**config.mk**
```make
export PLATFORM = sky130hd
export DESIGN_NAME = mem_stage
export DESIGN_NICKNAME = d
export VERILOG_FILES = /design/src/rtl/mem_stage.sv
export SDC_FILE = /design/constraint.sdc
export NUM_CORES = 1
export LEC_CHECK = 0
export CORE_MARGIN = 5
export CORE_UTILIZATION = 42
export CTS_CLUSTER_SIZE = 40
export DETAILED_ROUTE_END_ITERATION = 10
export PLACE_DENSITY = 0.8
export SLEW_MARGIN = 15
export SYNTH_ARGS = -nofsm -noshare
export SYNTH_HDL_FRONTEND = slang
export SYNTH_SLANG_ARGS = --single-unit
```
**constraint.sdc**
```tcl
create_clock -name i_clk -period 3.65 [get_ports i_clk]
set_input_delay 0.365 -clock i_clk [delete_from_list [all_inputs] [get_ports i_clk]]
set_output_delay 0.365 -clock i_clk [all_outputs]
set_load 0.02 [all_outputs]
```
**src/rtl/mem_stage.sv**
```systemverilog
// mem_stage: load/store bus stage with req/ack handshake, lane steering and load formatting
module mem_stage #(
  parameter int XLEN = 32
) (
  input  logic            i_clk,
  input  logic            i_rst,
  input  logic [XLEN-1:0] i_addr,
  input  logic [XLEN-1:0] i_wdata,
  input  logic [2:0]      i_f3,
  input  logic            i_rd_en,
  input  logic            i_wr_en,
  output logic            o_DM_req,
  output logic            o_DM_wr,
  output logic [XLEN-1:0] o_DM_addr,
  output logic [XLEN-1:0] o_DM_wdata,
  output logic [3:0]      o_DM_byte_en,
  input  logic            i_DM_ack,
  input  logic [XLEN-1:0] i_DM_rdata,
  output logic [XLEN-1:0] o_rdata,
  output logic            o_stall,
  output logic            o_misaligned
);
  localparam logic [1:0] IDLE = 2'd0, BUSY = 2'd1, DONE = 2'd2;
  logic [1:0] state;
  logic access, is_byte, is_half, mis, go;
  logic [3:0] be;
  logic [XLEN-1:0] wd, fmt;
  logic [1:0] lo_q;
  logic byte_q, half_q, uns_q, load_q;
  logic [7:0] lb;
  logic [15:0] lh;
  // Unsigned encodings only exist for loads; anything unrecognised falls through to word.
  always_comb begin
    access = i_rd_en | i_wr_en;
    is_byte = i_f3 == 3'b000 || (i_rd_en && i_f3 == 3'b100);
    is_half = i_f3 == 3'b001 || (i_rd_en && i_f3 == 3'b101);
    mis = is_half ? i_addr[0] : (!is_byte && i_addr[1:0] != 2'b00);
    go = state == IDLE && access && !mis;
    be = is_byte ? 4'b0001 << i_addr[1:0] : is_half ? 4'b0011 << {i_addr[1], 1'b0} : 4'b1111;
    wd = is_byte ? {4{i_wdata[7:0]}} : is_half ? {2{i_wdata[15:0]}} : i_wdata;
    lb = i_DM_rdata[{lo_q, 3'b000} +: 8];
    lh = lo_q[1] ? i_DM_rdata[31:16] : i_DM_rdata[15:0];
    fmt = byte_q ? {{24{~uns_q & lb[7]}}, lb} : half_q ? {{16{~uns_q & lh[15]}}, lh} : i_DM_rdata;
    o_stall = go || state == BUSY;
    o_misaligned = state == IDLE && access && mis;
  end
  always_ff @(posedge i_clk) begin
    if (!i_rst) begin
      state <= IDLE;
      o_DM_req <= 1'b0;
      o_DM_wr <= 1'b0;
      o_DM_addr <= '0;
      o_DM_wdata <= '0;
      o_DM_byte_en <= 4'b0000;
      o_rdata <= '0;
      lo_q <= 2'b00;
      byte_q <= 1'b0;
      half_q <= 1'b0;
      uns_q <= 1'b0;
      load_q <= 1'b0;
    end else begin
      case (state)
        IDLE: if (go) begin
          state <= BUSY;
          o_DM_req <= 1'b1;
          o_DM_wr <= ~i_rd_en;
          o_DM_addr <= {i_addr[XLEN-1:2], 2'b00};
          o_DM_wdata <= wd;
          o_DM_byte_en <= be;
          lo_q <= i_addr[1:0];
          byte_q <= is_byte;
          half_q <= is_half;
          uns_q <= i_f3[2];
          load_q <= i_rd_en;
        end
        BUSY: if (i_DM_ack) begin
          state <= DONE;
          o_DM_req <= 1'b0;
          o_DM_wr <= 1'b0;
          o_DM_byte_en <= 4'b0000;
          if (load_q) o_rdata <= fmt;
        end
        default: state <= IDLE;
      endcase
    end
  end
endmodule
```
==> flow_metrics.env, run 1 <==
export IMPL_root_buffer="clkbuf_16"
export IMPL_clockBufferDepth=2
export IMPL_critPathBufInv=2
export IMPL_cp_arrival_ns=2.40
export IMPL_n_fill_cell=1011
export IMPL_clk_transition_reported_paths_ns=0.06
export IMPL_post_cts_buffers=0
export IMPL_cts_tree="done"
export IMPL_synth_warnings=0
export IMPL_fmax_mhz=362
export IMPL_numPortBuffers=205
export IMPL_antenna_found_initial=0
export IMPL_cts_made_buffers=9
export IMPL_yosys_top_cells_area="dfxtp_1 (42%), nand2_1 (11%), a21boi_0 (5.3%), o221a_2 (5.3%), mux2i_1 (3.3%)"
export IMPL_r2r_slack_ns=1.41
export IMPL_synthXorXnorAreaFrac=0.00515
export IMPL_crit_fanout=11
export IMPL_synth_top_family_by_area="compound AO/OA/AOI/OAI gates"
export IMPL_reg2reg_from="lo_q[1]"
export IMPL_rsz0062_at_grt="no"
export IMPL_die_w_um=120
export IMPL_period_minus_slack_ns=2.76
export IMPL_r2r_end="o_rdata[20]"
export IMPL_tightest_slew_ns=0.793
export IMPL_grt_pass1_wl_mm=26.0
export IMPL_io_pins=208
export IMPL_grt_overflow=0
export IMPL_max_stage_delay_ns=0.53
export IMPL_synth_common_cells="nand2_1 (149), dfxtp_1 (108), a21boi_0 (36)"
export IMPL_cpLargestDelayFamily="buffers and inverters"
export IMPL_cp_start_kind="input pin"
export IMPL_maxCapViolCount=0
export IMPL_whs_path_depth=2
export IMPL_dp_hpwl_mm=11.8
export IMPL_vdd_ir_drop_max_mv=0.264
export IMPL_synth_seq_cells=108
export IMPL_die_area_um2=14500
export IMPL_die_height_um=120
export IMPL_netlist_area_um2=5100
export IMPL_ys_async_sr_fraction=0
export IMPL_cts_resized_gates=0
export IMPL_gp_congestion=0.929
export IMPL_r2r_cells=4
export IMPL_viasPerCell=5.54
export IMPL_yosys_cell_types_count=45
export IMPL_setup_viol=0
export IMPL_hold_viol_final=0
export IMPL_dpl_cell_count=876
export IMPL_end_kind="output port"
export IMPL_finalCritPeriodShare=0.757
export IMPL_diodes=0
export IMPL_yosys_area_share_adder=0
export IMPL_synth_compound_area_frac=0.246
export IMPL_layout_drive_gt1_share=0.0861
export IMPL_h_tree_depth=3
export IMPL_synth_top_area_cell="dfxtp_1"
export IMPL_drt_iter0_drc=396
export IMPL_status="completed"
export IMPL_worstSkewPairLatency_ns=0.35
export IMPL_final_setup_tns_ns=0
export IMPL_grt_pass1_vias=5131
export IMPL_avgSynthCellArea_um2=8.97
export IMPL_finalNetCount=844
export IMPL_hp_start="o_DM_addr[22]"
export IMPL_drtPass1Iterations=7
export IMPL_power_density_nw_per_um2=380
export IMPL_maxSlewHeadroom=0.471
export IMPL_dpl_worst_slack_ns=0.875
export IMPL_rows=40
export IMPL_synthSimpleGateAreaFrac=0.195
export IMPL_detail_route_antenna_nets=0
export IMPL_yosysSeqAreaShare=0.424
export IMPL_cp_required_ns=3.28
export IMPL_synth_area_mux_share=0.0694
export IMPL_routed_wl_mm=16.3
export IMPL_fin_worst_skew_ns=0.00451
export IMPL_synth_edf_count=0
export IMPL_stdcell_count=890
export IMPL_syn2layout_area_growth_pct=44.6
export IMPL_initial_core_util=0.427
export IMPL_grt_max_degree=79
export IMPL_drv_slew=0
export IMPL_critPathSlowestCell="clkdlybuf4s50_1"
export IMPL_grt_use_total=0.223
export IMPL_min_to="o_DM_addr[22]"
export IMPL_coreArea_um2=12000
export IMPL_postCtsHoldBufs=0
export IMPL_dr_total_vias=4935
export IMPL_syn_inst=569
export IMPL_path_common_cell="clkdlybuf4s50_1"
export IMPL_clock_sinks=108
export IMPL_wl_per_cell_um=18.3
export IMPL_critPathKind="input pin to output port"
export IMPL_yosys_cell_count_top_type="nand2_1"
export IMPL_leakage_nw=2.87
export IMPL_setup_ws_ns=0.886
export IMPL_path_cells="clkdlybuf4s50_1, nand2b_1, nor2b_4, o21ai_0, and2_1, clkdlybuf4s50_1"
export IMPL_min_path_type="register to register"
export IMPL_ys_flop_type="dfxtp_1"
export IMPL_drc=0
export IMPL_synth_top_area_frac=0.424
-- sequential cells by signal (all words and copies together) (netlist names) --
register,count
o_rdata,32
byte_q,1
o_DM_addr,30
o_DM_byte_en,4
uns_q,1
o_DM_wdata,32
o_DM_req,1
load_q,1
o_DM_wr,1
lo_q,2
half_q,1
state,2
-- logic make-up (layout without fill, tap and decap cells) --
logic type | after synthesis | after routing
and+or+nand+nor | 222 | 222
AOI/OAI and AO/OA | 154 | 154
other | 1 | 2
DFF | 108 | 108
muxes | 26 | 26
xor gates and xnor gates | 3 | 3
buffers and inverters | 55 | 228
-- worst max-delay path by stage --
stage                          from            to  slack, ns  depth (start not counted)
final                       i_rd_en  o_misaligned       0.89                          6
after detailed placement    i_rd_en  o_misaligned       0.87                          6
after floorplan           i_addr[0]       o_stall       1.97                          6
after global placement      i_rd_en  o_misaligned       0.93                          6
after global routing        i_rd_en  o_misaligned       0.75                          6
after CTS                   i_rd_en  o_misaligned       0.87                          6
-- layout make-up --
cell class / count / area, um2 / area share
flip-flops and latches: 108 / 2160 / 0.293
well taps: 147 / 184 / 0.0249
clock buffers: 11 / 243 / 0.0329
repair buffers: 214 / 2130 / 0.288
clock inverters: 3 / 15.0 / 0.00203
multi-input cells: 407 / 2650 / 0.359
-- routing by layer --
layer	vias up	global-route usage	part of all wire
met2	249	0.365	0.46
met5	-	0	0
met3	51	0.0940	0.12
li1	2344	-	-
met1	2291	0.249	0.38
met4	0	0.115	0.040
-- where the power goes --
part           switching (mW)  total, mW  internal [mW]
Combinational           0.313      0.630          0.317
Clock                   0.413      0.884          0.471
Sequential             0.0446       1.29           1.24
-- per-stage QoR --
stage	instance area, um2	hold slack (ns)	power [mW]	util
3_5_place_dp	7120	0.447	1.94	0.595
3_3_place_gp	7120	0.441	1.93	0.595
6_report	7380	0.453	2.80	0.617
5_1_grt	7380	0.473	2.94	0.617
4_1_cts	7380	0.456	2.83	0.617
2_1_floorplan	5110	0.439	1.64	-
-- layout by cell type, fill, tap and decap left out, types with 17 or more instances in the layout --
| cell | instances |
|---|---|
| mux2i_1 | 17 |
| clkdlybuf4s50_1 | 204 |
| a21oi_1 | 24 |
| dfxtp_1 | 108 |
| nand2_1 | 149 |
| a21boi_0 | 36 |
| nand3_1 | 19 |
| o221a_2 | 24 |
| a21boi_1 | 17 |
| nand2b_1 | 19 |
-- worst min-delay path: stages, from the launching register on --
cell and delay (ns):
dfxtp_1 0.31, nand2_1 0.05, a21boi_1 0.05
Power figures use the tool's default switching activity.
==> inputs of run 2 (changes only) <==
- clock period: 3.65 -> 2.7 ns (I/O delays scaled with it)
==> flow_metrics.env, run 2 (same netlist as run 1, synthesis figures left out) <==
export IMPL_status="completed"
export IMPL_maxSlewHeadroom=0.519
export IMPL_finalCritPeriodShare=0.853
export IMPL_grt_pass1_wl_mm=25.8
export IMPL_grt_met2_usage=0.355
export IMPL_gr_usage_met1=0.262
export IMPL_vdd_ir_drop_max_mv=0.369
export IMPL_grt_overflow=0
export IMPL_final_cell_mix="clkdlybuf4s50_1 (204), nand2_1 (149), dfxtp_1 (108)"
export IMPL_gp_congestion=0.950
export IMPL_dpl_cell_count=880
export IMPL_switching_power_mw=1.07
export IMPL_drc=0
export IMPL_post_cts_buffers=0
export IMPL_r2r_slack_ns=0.94
export IMPL_drtPass1Iterations=4
export IMPL_cp_arrival_ns=2.03
export IMPL_grt_max_degree=61
export IMPL_viasPerCell=5.54
export IMPL_critPathBufInv=2
export IMPL_p_int_mw=2.92
export IMPL_rsz0062_at_grt="no"
export IMPL_power_density_nw_per_um2=535
export IMPL_postCtsHoldBufs=0
export IMPL_critPathKind="input pin to output port"
export IMPL_path_cells="clkdlybuf4s50_1, nand2b_1, nor2b_4, o21ai_0, and2_1, clkdlybuf4s50_1"
export IMPL_critPathSlowestCell="clkdlybuf4s50_1"
export IMPL_switching_share=0.268
export IMPL_wl_per_cell_um=18.1
export IMPL_stdcell_count=895
export IMPL_maxCapViolCount=0
export IMPL_setup_viol=0
export IMPL_reg_top3="o_DM_wdata x32, o_rdata x32, o_DM_addr x30"
export IMPL_drt_iter0_drc=492
export IMPL_drv_slew=0
export IMPL_final_common_cell="clkdlybuf4s50_1"
export IMPL_min_path_type="input pin to register"
export IMPL_hold_viol_final=0
export IMPL_worstSkewPairLatency_ns=0.35
export IMPL_layout_drive_gt1_share=0.0922
export IMPL_fmax_mhz=434
export IMPL_clock_sinks=108
export IMPL_detail_route_antenna_nets=0
export IMPL_syn2layout_area_growth_pct=46.1
export IMPL_finalPower_mw=3.99
export IMPL_initial_core_util=0.427
export IMPL_io_pins=208
export IMPL_coreArea_um2=12000
export IMPL_numPortBuffers=205
export IMPL_die_area_um2=14500
export IMPL_final_setup_tns_ns=0
export IMPL_diodes=0
export IMPL_cts_tree="done"
export IMPL_clockBufferDepth=2
export IMPL_root_buffer="clkbuf_16"
export IMPL_cpLargestDelayFamily="buffers and inverters"
export IMPL_die_w_um=120
export IMPL_routed_wl_mm=16.2
export IMPL_fin_worst_skew_ns=0.00403
export IMPL_finalNetCount=848
export IMPL_dp_hpwl_mm=11.7
export IMPL_seqPwrFrac=0.434
export IMPL_grt_pass1_vias=4886
export IMPL_leakage_nw=2.91
export IMPL_cp_required_ns=2.43
export IMPL_die_height_um=120
export IMPL_h_tree_depth=3
export IMPL_grt_use_total=0.221
export IMPL_max_stage_delay_ns=0.53
export IMPL_dr_total_vias=4962
export IMPL_clk_transition_reported_paths_ns=0.07
export IMPL_comb_power_share=0.216
export IMPL_period_minus_slack_ns=2.30
export IMPL_antenna_found_initial=0
export IMPL_use_met3=0.0921
export IMPL_cp_start_kind="input pin"
export IMPL_rows=40
export IMPL_path_common_cell="clkdlybuf4s50_1"
export IMPL_n_fill_cell=1001
export IMPL_tightest_slew_ns=0.720
export IMPL_cts_made_buffers=9
export IMPL_grt_busiest_layer="met2"
export IMPL_end_kind="output port"
export IMPL_cts_resized_gates=0
export IMPL_clkPwrFrac=0.350
export IMPL_crit_fanout=6
run 2: cell types whose count changed in the layout (fill, tap and decap cells not counted), sizes merged:
| cell | change |
|---|---|
| buf | +4 |
| bufinv | +2 |
| clkbuf | -1 |
| clkinv | -1 |
| clkinvlp | +1 |
run 2: layer usage:
| metal | vias up | routed length (um) |
|---|---|---|
| li1 | 2356 | - |
| met3 | 31 | 1890 |
| met5 | - | 0 |
| met1 | 2329 | 6470 |
| met4 | 0 | 417 |
| met2 | 246 | 7430 |
run 2: stage by stage:
step	setup slack, ns	util	cell area (um2)	hold slack (ns)
4_1_cts	0.422	0.624	7460	0.378
3_3_place_gp	0.454	0.598	7150	0.442
5_1_grt	0.324	0.624	7460	0.403
3_5_place_dp	0.425	0.598	7150	0.446
6_report	0.398	0.624	7460	0.402
2_1_floorplan	1.18	-	5110	0.387
run 2: power by group through the flow:
| stage | clock (mW) | sequential [mW] | combinational (mW) |
|---|---|---|---|
| floorplan | 0 | 1.86 | 0.355 |
| global placement | 0 | 1.76 | 0.853 |
| detailed placement | 0 | 1.77 | 0.866 |
| CTS | 1.43 | 1.73 | 0.871 |
| global route | 1.50 | 1.74 | 0.932 |
| finish | 1.40 | 1.73 | 0.864 |
run 2: layout make-up:
type                    instances  area (um2)  area share
clock inverters                 5        77.6      0.0104
clock buffers                  10         229      0.0307
flip-flops and latches        108        2160       0.290
repair buffers                218        2160       0.289
multi-input cells             407        2650       0.355
well taps                     147         184      0.0247
run 2: final timing paths:
check             startpoint            to  cells past startpoint
setup / recovery     i_rd_en  o_misaligned                      6
hold / removal         i_rst       o_DM_wr                      2
setup reg to reg     lo_q[0]   o_rdata[26]                      5
hold reg to reg   o_rdata[7]    o_rdata[7]                      2
